### config.mk
export PLATFORM = sky130hd
export DESIGN_NAME = ttl_bus_latch_ctl
export DESIGN_NICKNAME = d
export VERILOG_FILES = /design/src/rtl/ttl_bus_latch_ctl.sv
export SDC_FILE = /design/constraint.sdc
export NUM_CORES = 1
export LEC_CHECK = 0
export ABC_CLOCK_PERIOD_IN_PS = 1750
export CORE_ASPECT_RATIO = 1.5
export CORE_MARGIN = 3
export CORE_UTILIZATION = 40
export CTS_CLUSTER_DIAMETER = 100
export CTS_CLUSTER_SIZE = 12
export DETAILED_ROUTE_END_ITERATION = 10
export MAX_ROUTING_LAYER = met4
export PLACE_DENSITY = 0.66
export SETUP_SLACK_MARGIN = 0.2
export SLEW_MARGIN = 15
export SYNTH_ARGS = -nofsm -noshare
export SYNTH_HDL_FRONTEND = slang
export SYNTH_SLANG_ARGS = --single-unit
### constraint.sdc
create_clock -name CLK -period 1.75 [get_ports CLK]
set_input_delay 0.175 -clock CLK [delete_from_list [all_inputs] [get_ports CLK]]
set_output_delay 0.175 -clock CLK [all_outputs]
set_load 0.01 [all_outputs]
### src/rtl/ttl_bus_latch_ctl.sv
// Bus-side control for a pair of 74F374 octal registers on a 68010-style port.
// Synchronises the CPU strobes and produces lane latch enables, OE_N and DTACK_N.
module ttl_bus_latch_ctl #(
    parameter int unsigned WAIT_STATES = 2,
    parameter int unsigned OE_HOLD     = 1
) (
    input  logic CLK,
    input  logic RESET_N,
    input  logic AS_N,
    input  logic UDS_N,
    input  logic LDS_N,
    input  logic RW,
    input  logic SEL,
    output logic LATCH_U,
    output logic LATCH_L,
    output logic OE_U_N,
    output logic OE_L_N,
    output logic DTACK_N,
    output logic BUSY
);

    typedef enum logic [1:0] {
        ST_IDLE,
        ST_WAIT,
        ST_ACK,
        ST_RECOVER
    } state_t;

    localparam logic [3:0] WS = 4'(WAIT_STATES);
    localparam logic [3:0] OH = 4'(OE_HOLD);
    localparam logic [4:0] SYNC_RST = 5'b11110;

    state_t     state;
    logic [3:0] cnt;
    logic [1:0] lanes;
    logic       rd;
    logic [4:0] sync1;
    logic [4:0] sync2;

    logic as_s;
    logic uds_s;
    logic lds_s;
    logic rw_s;
    logic sel_s;
    logic start;

    assign {as_s, uds_s, lds_s, rw_s, sel_s} = sync2;
    assign start = ~as_s & sel_s & (~uds_s | ~lds_s);

    // Order: {AS_N, UDS_N, LDS_N, RW, SEL}
    always_ff @(posedge CLK or negedge RESET_N) begin
        if (!RESET_N) begin
            sync1 <= SYNC_RST;
            sync2 <= SYNC_RST;
        end else begin
            sync1 <= {AS_N, UDS_N, LDS_N, RW, SEL};
            sync2 <= sync1;
        end
    end

    always_ff @(posedge CLK or negedge RESET_N) begin
        if (!RESET_N) begin
            state   <= ST_IDLE;
            cnt     <= 4'd0;
            lanes   <= 2'b00;
            rd      <= 1'b1;
            LATCH_U <= 1'b0;
            LATCH_L <= 1'b0;
            OE_U_N  <= 1'b1;
            OE_L_N  <= 1'b1;
            DTACK_N <= 1'b1;
            BUSY    <= 1'b0;
        end else begin
            LATCH_U <= 1'b0;
            LATCH_L <= 1'b0;
            unique case (state)
                ST_IDLE: begin
                    if (start) begin
                        lanes  <= {~uds_s, ~lds_s};
                        rd     <= rw_s;
                        OE_U_N <= ~(rw_s & ~uds_s);
                        OE_L_N <= ~(rw_s & ~lds_s);
                        BUSY   <= 1'b1;
                        if (WS == 4'd0) begin
                            state   <= ST_ACK;
                            DTACK_N <= 1'b0;
                            LATCH_U <= ~rw_s & ~uds_s;
                            LATCH_L <= ~rw_s & ~lds_s;
                        end else begin
                            state <= ST_WAIT;
                            cnt   <= WS;
                        end
                    end
                end
                ST_WAIT: begin
                    // An abort wins over the final wait cycle: never ack a dropped strobe
                    if (as_s) begin
                        state  <= ST_IDLE;
                        OE_U_N <= 1'b1;
                        OE_L_N <= 1'b1;
                        BUSY   <= 1'b0;
                    end else if (cnt == 4'd1) begin
                        state   <= ST_ACK;
                        DTACK_N <= 1'b0;
                        LATCH_U <= ~rd & lanes[1];
                        LATCH_L <= ~rd & lanes[0];
                    end else begin
                        cnt <= cnt - 4'd1;
                    end
                end
                ST_ACK: begin
                    if (as_s) begin
                        state   <= ST_RECOVER;
                        DTACK_N <= 1'b1;
                        cnt     <= OH;
                    end
                end
                ST_RECOVER: begin
                    if (cnt <= 4'd1) begin
                        state  <= ST_IDLE;
                        OE_U_N <= 1'b1;
                        OE_L_N <= 1'b1;
                        BUSY   <= 1'b0;
                    end else begin
                        cnt <= cnt - 4'd1;
                    end
                end
            endcase
        end
    end

endmodule

# == After elaboration in Yosys (flattened, before gate mapping) ==
# Cells that the tools add are included.
# Widths: inputs -> output; s select.
# op_classes
mux,31
bitwise,13
reduce_logical,8
n_addsub,1
n_lt_le_gt_ge,1
n_eq_ne,13
# op_table
operator,count
$mux 4,5
$ne 2x2->1 const B,8
$pmux 4 s4,1
$mux 1,15
$reduce_and 4->1,3
$mux 2,5
$pmux 1 s3,3
$pmux 2 s4,1
$and 1x1->1,6
$not 1->1,6
$reduce_and 5->1,1
$eq 2x2->1 const B,2
$eq 4x1->1 const B,1
$le 4x1->1 const B,1
$sub 4x1->4 const B,1
$ne 3x3->1 const B,1
$reduce_bool 3->1,1
$eq 2x1->1 const B,1
$logic_not 2->1,1
$pmux 1 s2,1
$reduce_and 2->1,1
$reduce_bool 2->1,1
$or 1x1->1,1
# word_totals
output_inout_bits,6
input_bits,7
register_bits,25

# == Logic depth before layout (Yosys ltp) ==
# Gate-level depths: netlist of the first run.
# depth
depth_word,5
depth_mapped,6

# == Worst setup path before layout of the first run ==
# OpenSTA, ideal clock, no wires.
# synth_timing
path_kind,register to register
from,register cnt[1]
to,register cnt[2]
slack_ns,0.145
path_stages_with_launch,7
arrival_ns,1.476
t_required_ns,1.622
cell_sequence,dfrtp_1 > inv_1 > ha_1 > or4b_4 > and2_4 > o21ai_4 > o31ai_1
# synth_between
elab_chain_len,4
word_cells_on_any_way,10
classes_between,add/sub (1); order compare (1); eq/ne (3); mux (4); reduce/logical (1)
# synth_lines
item,line_no,rtl
from (decl),34,logic [3:0] cnt;
from (signal assigned),108,cnt <= cnt - 4'd1;
from (signal assigned),125,cnt <= cnt - 4'd1;
$sub 4x1->4,"108, 125",
$mux 4,102,end else if (cnt == 4'd1) begin
$mux 4,97,if (as_s) begin
$pmux 4 s4,76,unique case (state)
# Several ways; a longest one is shown, not always the timed one. The select of a mux whose other input is x is not followed.
# A chain may end at the register's enable or synchronous reset.

==> results.tsv, run 1 <==
stage	metric	value	unit
outcome	status	finished clean	
drt	ant_nets	0	
floorplanning	die_h	69.3	um
pwr	p_leak	0.559	nW
timing	rsz0062_at_grt	yes	
critical_path	crit_path_end_kind	flip-flop	
pwr	ir_drop	781	uV
logic_synthesis	synth.top_cell.area_share	30.4	%
timing	setup_viol	0	
clocking	cts_max_level	1	
cells_and_area	seq_area	642	sq um
timing	skew	0.00925	ns
timing	post-route-min-period	1.65	ns
logic_synthesis	synth-edff-count	0	
critical_path	cp_cell_sequence	or4b_4 -> a22oi_2 -> buf_4 -> o2bb2ai_2	
logic_synthesis	syn-num-nets	95	
timing	hold_viol	0	
floorplanning	coreArea	2500	sq um
drt	drt_iter0_drc	21	
logic_synthesis	synth_area	1070	sq um
pwr	power.density	1450	nW/um^2
floorplanning	start_util	42.7	%
global_route	grtUsageTotal	14.4	%
clocking	cts_tree	built	
logic_synthesis	synth.most_common_cell	dfrtp_1	
place	preCtsSetupSlack	0.0475	ns
logic_synthesis	synthTopCellsByArea	dfrtp_1, dfstp_2, nand2_1	
logic_synthesis	seq_area_frac_synth	60.0	%
cells_and_area	diodes	0	
drt	drcViolationCount	0	
floorplanning	die_area	3340	sq um
run	drv_cap	0	
critical_path	critPathBufInv	1	
clocking	cts_buffers	3	
logic_synthesis	synth-seq-cells	25	
clocking	clk_pin_slew	0.13	ns
logic_synthesis	synth_cells	86	
drt	viasPerCell	5.08	
critical_path	path_class	flip-flop to flip-flop	
clocking	clkSinkCount	25	
critical_path	crit_path_max_fanout	9	
place	dpl.hpwl	1400	um
global_route	grt_antenna_before_repair	0	
worst_hold_path	hp-class	input port to async pin	
clocking	worstSkewPairLatency	0.31	ns
drt	via_count	727	
place	placed_cell_area	1240	sq um
critical_path	arrival	1.86	ns
logic_synthesis	ys_warn_count	0	
cells_and_area	area_growth	23.4	%
timing	setup_ws	0.103	ns
clocking	cts.root.buffer_cell	clkbuf_4	
global_route	grt.overflow.total	0	
critical_path	critPathLaunchType	flip-flop	
logic_synthesis	synth_common_cells	dfrtp_1, dfstp_2, nand2_1	
logic_synthesis	ys_types	35	
global_route	grt_first_pass_wirelength	3420	um
cells_and_area	fill_cells	219	
floorplanning	row_count	22	
critical_path	max_stage_delay	0.58	ns
logic_synthesis	synthArstFlopShare	100	%
floorplanning	pin_count	13	
critical_path	required	1.97	ns
drt	routed_wirelength	1950	um
cells_and_area	finalInstanceArea	1320	sq um
critical_path	cp_top_family	simple AND/OR/NAND/NOR gates	
drt	drt_first_pass_iters	4	
timing	fin_setup_tns	0	ns
place	port_buffers	12	
timing	clock.fmax	0.607	GHz
global_route	grt_pass1_vias	763	
timing	finalCritPeriodShare	94.1	%
place	routabilityCongestion	0.784	
clocking	clk_path_buf_depth	2	
cells_and_area	drive_above_1_share	35.5	%
floorplanning	chipWidth	48.2	um
cells_and_area	nets	117	
cells_and_area	postLayoutCoreUtil	52.6	%
logic_synthesis	synth_area_leader_cell	dfrtp_1	
logic_synthesis	synthFlopType	dfrtp_1	
timing	max_slew.worst_pin.slew	0.416	ns
timing	drv_slew	0	
logic_synthesis	avgSynthCellArea	12.4	sq um
cells_and_area	multi_input_area	410	sq um
drt	wire_per_inst	13.7	um
timing	hold_ws	0.203	ns
global_route	grt_max_degree	26	
timing	relSlewSlack	72.2	%
critical_path	crit_slowest_cell	or4b_4	
==> repair_timing <==
item / CTS / global route
setup endpoints to repair: 13 / 11
pin swaps: 6 / 3
gates resized for setup: 6 / 3
buffers inserted: 4 / 1
hold buffers: 0 / 0
==> power by group <==
group / internal [W] / leakage (nW) / switching [W]
Sequential: 0.000753 / 0.289 / 0.000126
Combinational: 0.000398 / 0.254 / 0.000389
Clock: 0.0000891 / 0.0150 / 0.000158
==> path summary, 6_finish.rpt <==
check,slack [ns],cells after the start,from,end
worst max register to register,0.10,4,flip-flop,cnt[0]
min in group CLK,0.26,1,AS_N,sync1[4]
worst max-delay path,0.10,4,flip-flop,cnt[0]
max in group asynchronous,1.26,2,RESET_N,sync1[1]
worst min register to register,0.36,0,sync1[1],sync2[1]
worst min-delay path,0.20,2,RESET_N,cnt[3]
==> final cells by class <==
type | instances | area share, %
Sequential cell | 25 | 48.7
Multi-Input combinational cell | 53 | 31.1
Timing Repair Buffer | 20 | 13.4
Tap cell | 36 | 3.42
Clock buffer | 4 | 1.99
Inverter | 5 | 1.42
==> per-layer routing <==
layer	share of wire [%]	global-route usage [%]	vias to the layer above
met5	0	-	-
met4	3.3	7.78	0
met3	2.8	1.56	7
met2	54	21.7	17
met1	40	18.0	357
li1	-	-	346
==> cell usage in the layout, fill, tap and decap left out, types with 4 or more instances in the layout <==
cell type,n
buf_4,8
inv_1,4
nand2_1,9
dfstp_2,12
dfrtp_1,12
clkdlybuf4s50_1,9
nor2_1,4
==> state kept, by name, summed over array words and instances (netlist names), named ones only <==
signal	flops
OE_L_N	1
lanes	2
LATCH_L	1
cnt	4
BUSY	1
DTACK_N	1
rd	1
state	1
sync1	5
LATCH_U	1
OE_U_N	1
sync2	5
==> through the flow <==
step / power (W) / instances
3_3_place_gp: 0.00156 / 134
4_1_cts: 0.00189 / 142
6_report: 0.00191 / 143
2_1_floorplan: 0.00136 / 86
5_1_grt: 0.00204 / 143
3_5_place_dp: 0.00158 / 134
==> kinds of logic (layout without fill, tap and decap cells) <==
group / Yosys count / count (layout) / share of synthesized area [%]
fa+ha+maj: 2 / 2 / 2.34
buf+inv: 8 / 29 / 4.22
simple gates: 28 / 28 / 16.3
compound gates: 22 / 22 / 16.2
mux: 1 / 1 / 1.05
flops: 25 / 25 / 60.0
Power figures use the tool's default switching activity.
==> inputs of run 2 (changes only) <==
--- a/config.mk
+++ b/config.mk
@@ -7,11 +7,11 @@
 export LEC_CHECK = 0
 export ABC_CLOCK_PERIOD_IN_PS = 1750
 export CORE_ASPECT_RATIO = 1.5
-export CORE_MARGIN = 3
 export CORE_UTILIZATION = 40
 export CTS_CLUSTER_DIAMETER = 100
 export CTS_CLUSTER_SIZE = 12
 export DETAILED_ROUTE_END_ITERATION = 10
+export GPL_TIMING_DRIVEN = 0
 export MAX_ROUTING_LAYER = met4
 export PLACE_DENSITY = 0.66
 export SETUP_SLACK_MARGIN = 0.2
==> results.tsv, run 2 (synthesized netlist as in run 1, its figures left out) <==
stage	metric	value	unit	change
global_route	grtUsageMet2	27.4	%	+5.7 points
critical_path	crit_path_max_fanout	4		-5
critical_path	critPathBufInv	1		unchanged
floorplanning	die_area	2890	sq um	-14%
place	routabilityCongestion	0.774		-1.2%
worst_hold_path	hp-class	input port to flip-flop		
critical_path	path_class	flip-flop to flip-flop		
global_route	grt_max_degree	26		unchanged
worst_hold_path	holdPathStages	1		
timing	fin_setup_tns	0	ns	unchanged
timing	drv_slew	0		unchanged
clocking	clkSinkCount	25		unchanged
timing	finalCritPeriodShare	95.2	%	+1.1 points
pwr	power.density	1440	nW/um^2	-0.38%
drt	routed_wirelength	1790	um	-8.5%
timing	relSlewSlack	65.4	%	-6.7 points
timing	hold_ws	0.249	ns	+0.0467 ns
drt	drt_first_pass_iters	4		unchanged
floorplanning	chipWidth	44.2	um	-8.3%
critical_path	cp_top_family	simple AND/OR/NAND/NOR gates		
critical_path	arrival	1.88	ns	+0.02 ns
critical_path	critPathLaunchType	flip-flop		
global_route	grt.met3_usage	2.47	%	+0.91 points
critical_path	max_stage_delay	0.47	ns	-0.11 ns
floorplanning	start_util	43.1	%	+0.47 points
clocking	clk_path_buf_depth	2		unchanged
clocking	cts.root.buffer_cell	clkbuf_4		
floorplanning	pin_count	13		unchanged
drt	via_count	726		-0.14%
pwr	p_leak	0.547	nW	-2.0%
critical_path	crit_cells	6		+2
critical_path	cp_cell_sequence	inv_2 -> ha_4 -> or4b_4 -> and2_4 -> o21ai_4 -> o31ai_2		
global_route	grt.busiest_layer	met2		
critical_path	crit_path_end_kind	flip-flop		
timing	clock.fmax	0.600	GHz	-1.1%
floorplanning	coreArea	2480	sq um	-1.1%
cells_and_area	final_cell_mix	dfrtp_1, dfstp_2, nand2_1		
drt	drt_iter0_drc	20		-4.8%
clocking	clk_pin_slew	0.13	ns	about the same
cells_and_area	diodes	0		unchanged
outcome	status	finished clean		
timing	hold_viol	0		unchanged
floorplanning	row_count	22		unchanged
timing	skew	0.00250	ns	-0.00675 ns
global_route	gr-usage-met1	16.2	%	-1.8 points
clocking	worstSkewPairLatency	0.32	ns	about the same
cells_and_area	reg.largest.list	sync1: 5 flops, sync2: 5 flops, cnt: 4 flops		
pwr	ir_drop	777	uV	-0.51%
timing	max_slew.worst_pin.slew	0.518	ns	+0.103 ns
clocking	cts_tree	built		
critical_path	required	1.96	ns	about the same
timing	post-route-min-period	1.67	ns	+0.0190 ns
drt	drcViolationCount	0		unchanged
clocking	cts_max_level	1		unchanged
cells_and_area	nets	115		-1.7%
timing	rsz0062_at_grt	yes		
clocking	cts_buffers	3		unchanged
drt	viasPerCell	5.63		+11%
global_route	grtUsageTotal	15.6	%	+1.2 points
cells_and_area	area_growth	19.9	%	
drt	ant_nets	0		unchanged
cells_and_area	drive_above_1_share	32.4	%	-3.1 points
global_route	grt_pass1_vias	752		-1.4%
critical_path	crit_slowest_cell	or4b_4		
global_route	grt_first_pass_wirelength	3220	um	-5.7%
global_route	grt.overflow.total	0		unchanged
timing	setup_viol	0		unchanged
critical_path	reg2reg_depth	6		+2
floorplanning	die_h	65.3	um	-5.8%
global_route	grt_antenna_before_repair	0		unchanged
run	drv_cap	0		unchanged
drt	wire_per_inst	13.9	um	+1.4%
place	dpl.hpwl	1310	um	-6.2%
place	port_buffers	12		unchanged
[run 2: changes by cell type in the layout (fill, tap and decap cells not counted), sizes merged]
| cell | before | now |
|---|---|---|
| buf | 8 | 5 |
| dlygate4sd3 | 0 | 1 |
| clkinv | 0 | 1 |
| clkdlybuf4s50 | 9 | 8 |
[run 2: final timing paths]
| path | from | endpoint | slack [ns] |
|---|---|---|---|
| max | cnt[1] | cnt[2] | 0.08 |
| min | RW | sync1[1] | 0.25 |
| max reg2reg | cnt[1] | cnt[2] | 0.08 |
| min reg2reg | sync1[0] | sync2[0] | 0.36 |
| max in group asynchronous | RESET_N | cnt[0] | 1.03 |
| min in group asynchronous | RESET_N | cnt[2] | 0.35 |
[run 2: metrics by stage]
stage | cells | area [sq um] | setup slack [ns] | utilization (%) | power [W]
6_report | 129 | 1280 | 0.0839 | 51.7 | 0.00185
5_1_grt | 129 | 1280 | 0.0280 | 51.7 | 0.00200
4_1_cts | 128 | 1270 | 0.0799 | 51.3 | 0.00185
2_1_floorplan | 86 | 1080 | 0.179 | - | 0.00136
3_3_place_gp | 122 | 1230 | 0.0918 | 49.7 | 0.00156
3_5_place_dp | 122 | 1230 | 0.0725 | 49.7 | 0.00158
[run 2: layout make-up]
type | instances | area (sq um)
flip-flops and latches | 25 | 642
fillers | 235 | 1200
inverters | 5 | 18.8
repair buffers | 15 | 136
clock buffers | 3 | 22.5
plain buffers | 3 | 26.3
clock inverters | 1 | 5.00
well taps | 24 | 30.0
multi-input cells | 53 | 400
[run 2: metal layers]
layer | routed length, um | up-vias
met3 | 68 | 5
met5 | 0 | -
met4 | 42 | 0
li1 | - | 343
met2 | 974 | 22
met1 | 701 | 356
[run 2: what timing repair did]
action,CTS,global route
buffers inserted,2,0
endpoints found under the setup margin,13,10
pin swaps,1,4
gates resized for setup,4,2
endpoints found under the hold margin,0,13
hold buffers,0,1
[run 2: report_power, final]
group,internal (W),total [W],switching (W)
registers,0.000753,0.000860,0.000107
clock network,0.0000856,0.000251,0.000165
logic,0.000370,0.000740,0.000370
total,0.00121,0.00185,0.000642
[run 2: worst reg2reg max path, cell delays in order, from the launching register on]
cell	delay, ns
dfrtp_1	0.41
inv_2	0.09
ha_4	0.15
or4b_4	0.47
and2_4	0.17
o21ai_4	0.19
o31ai_2	0.08
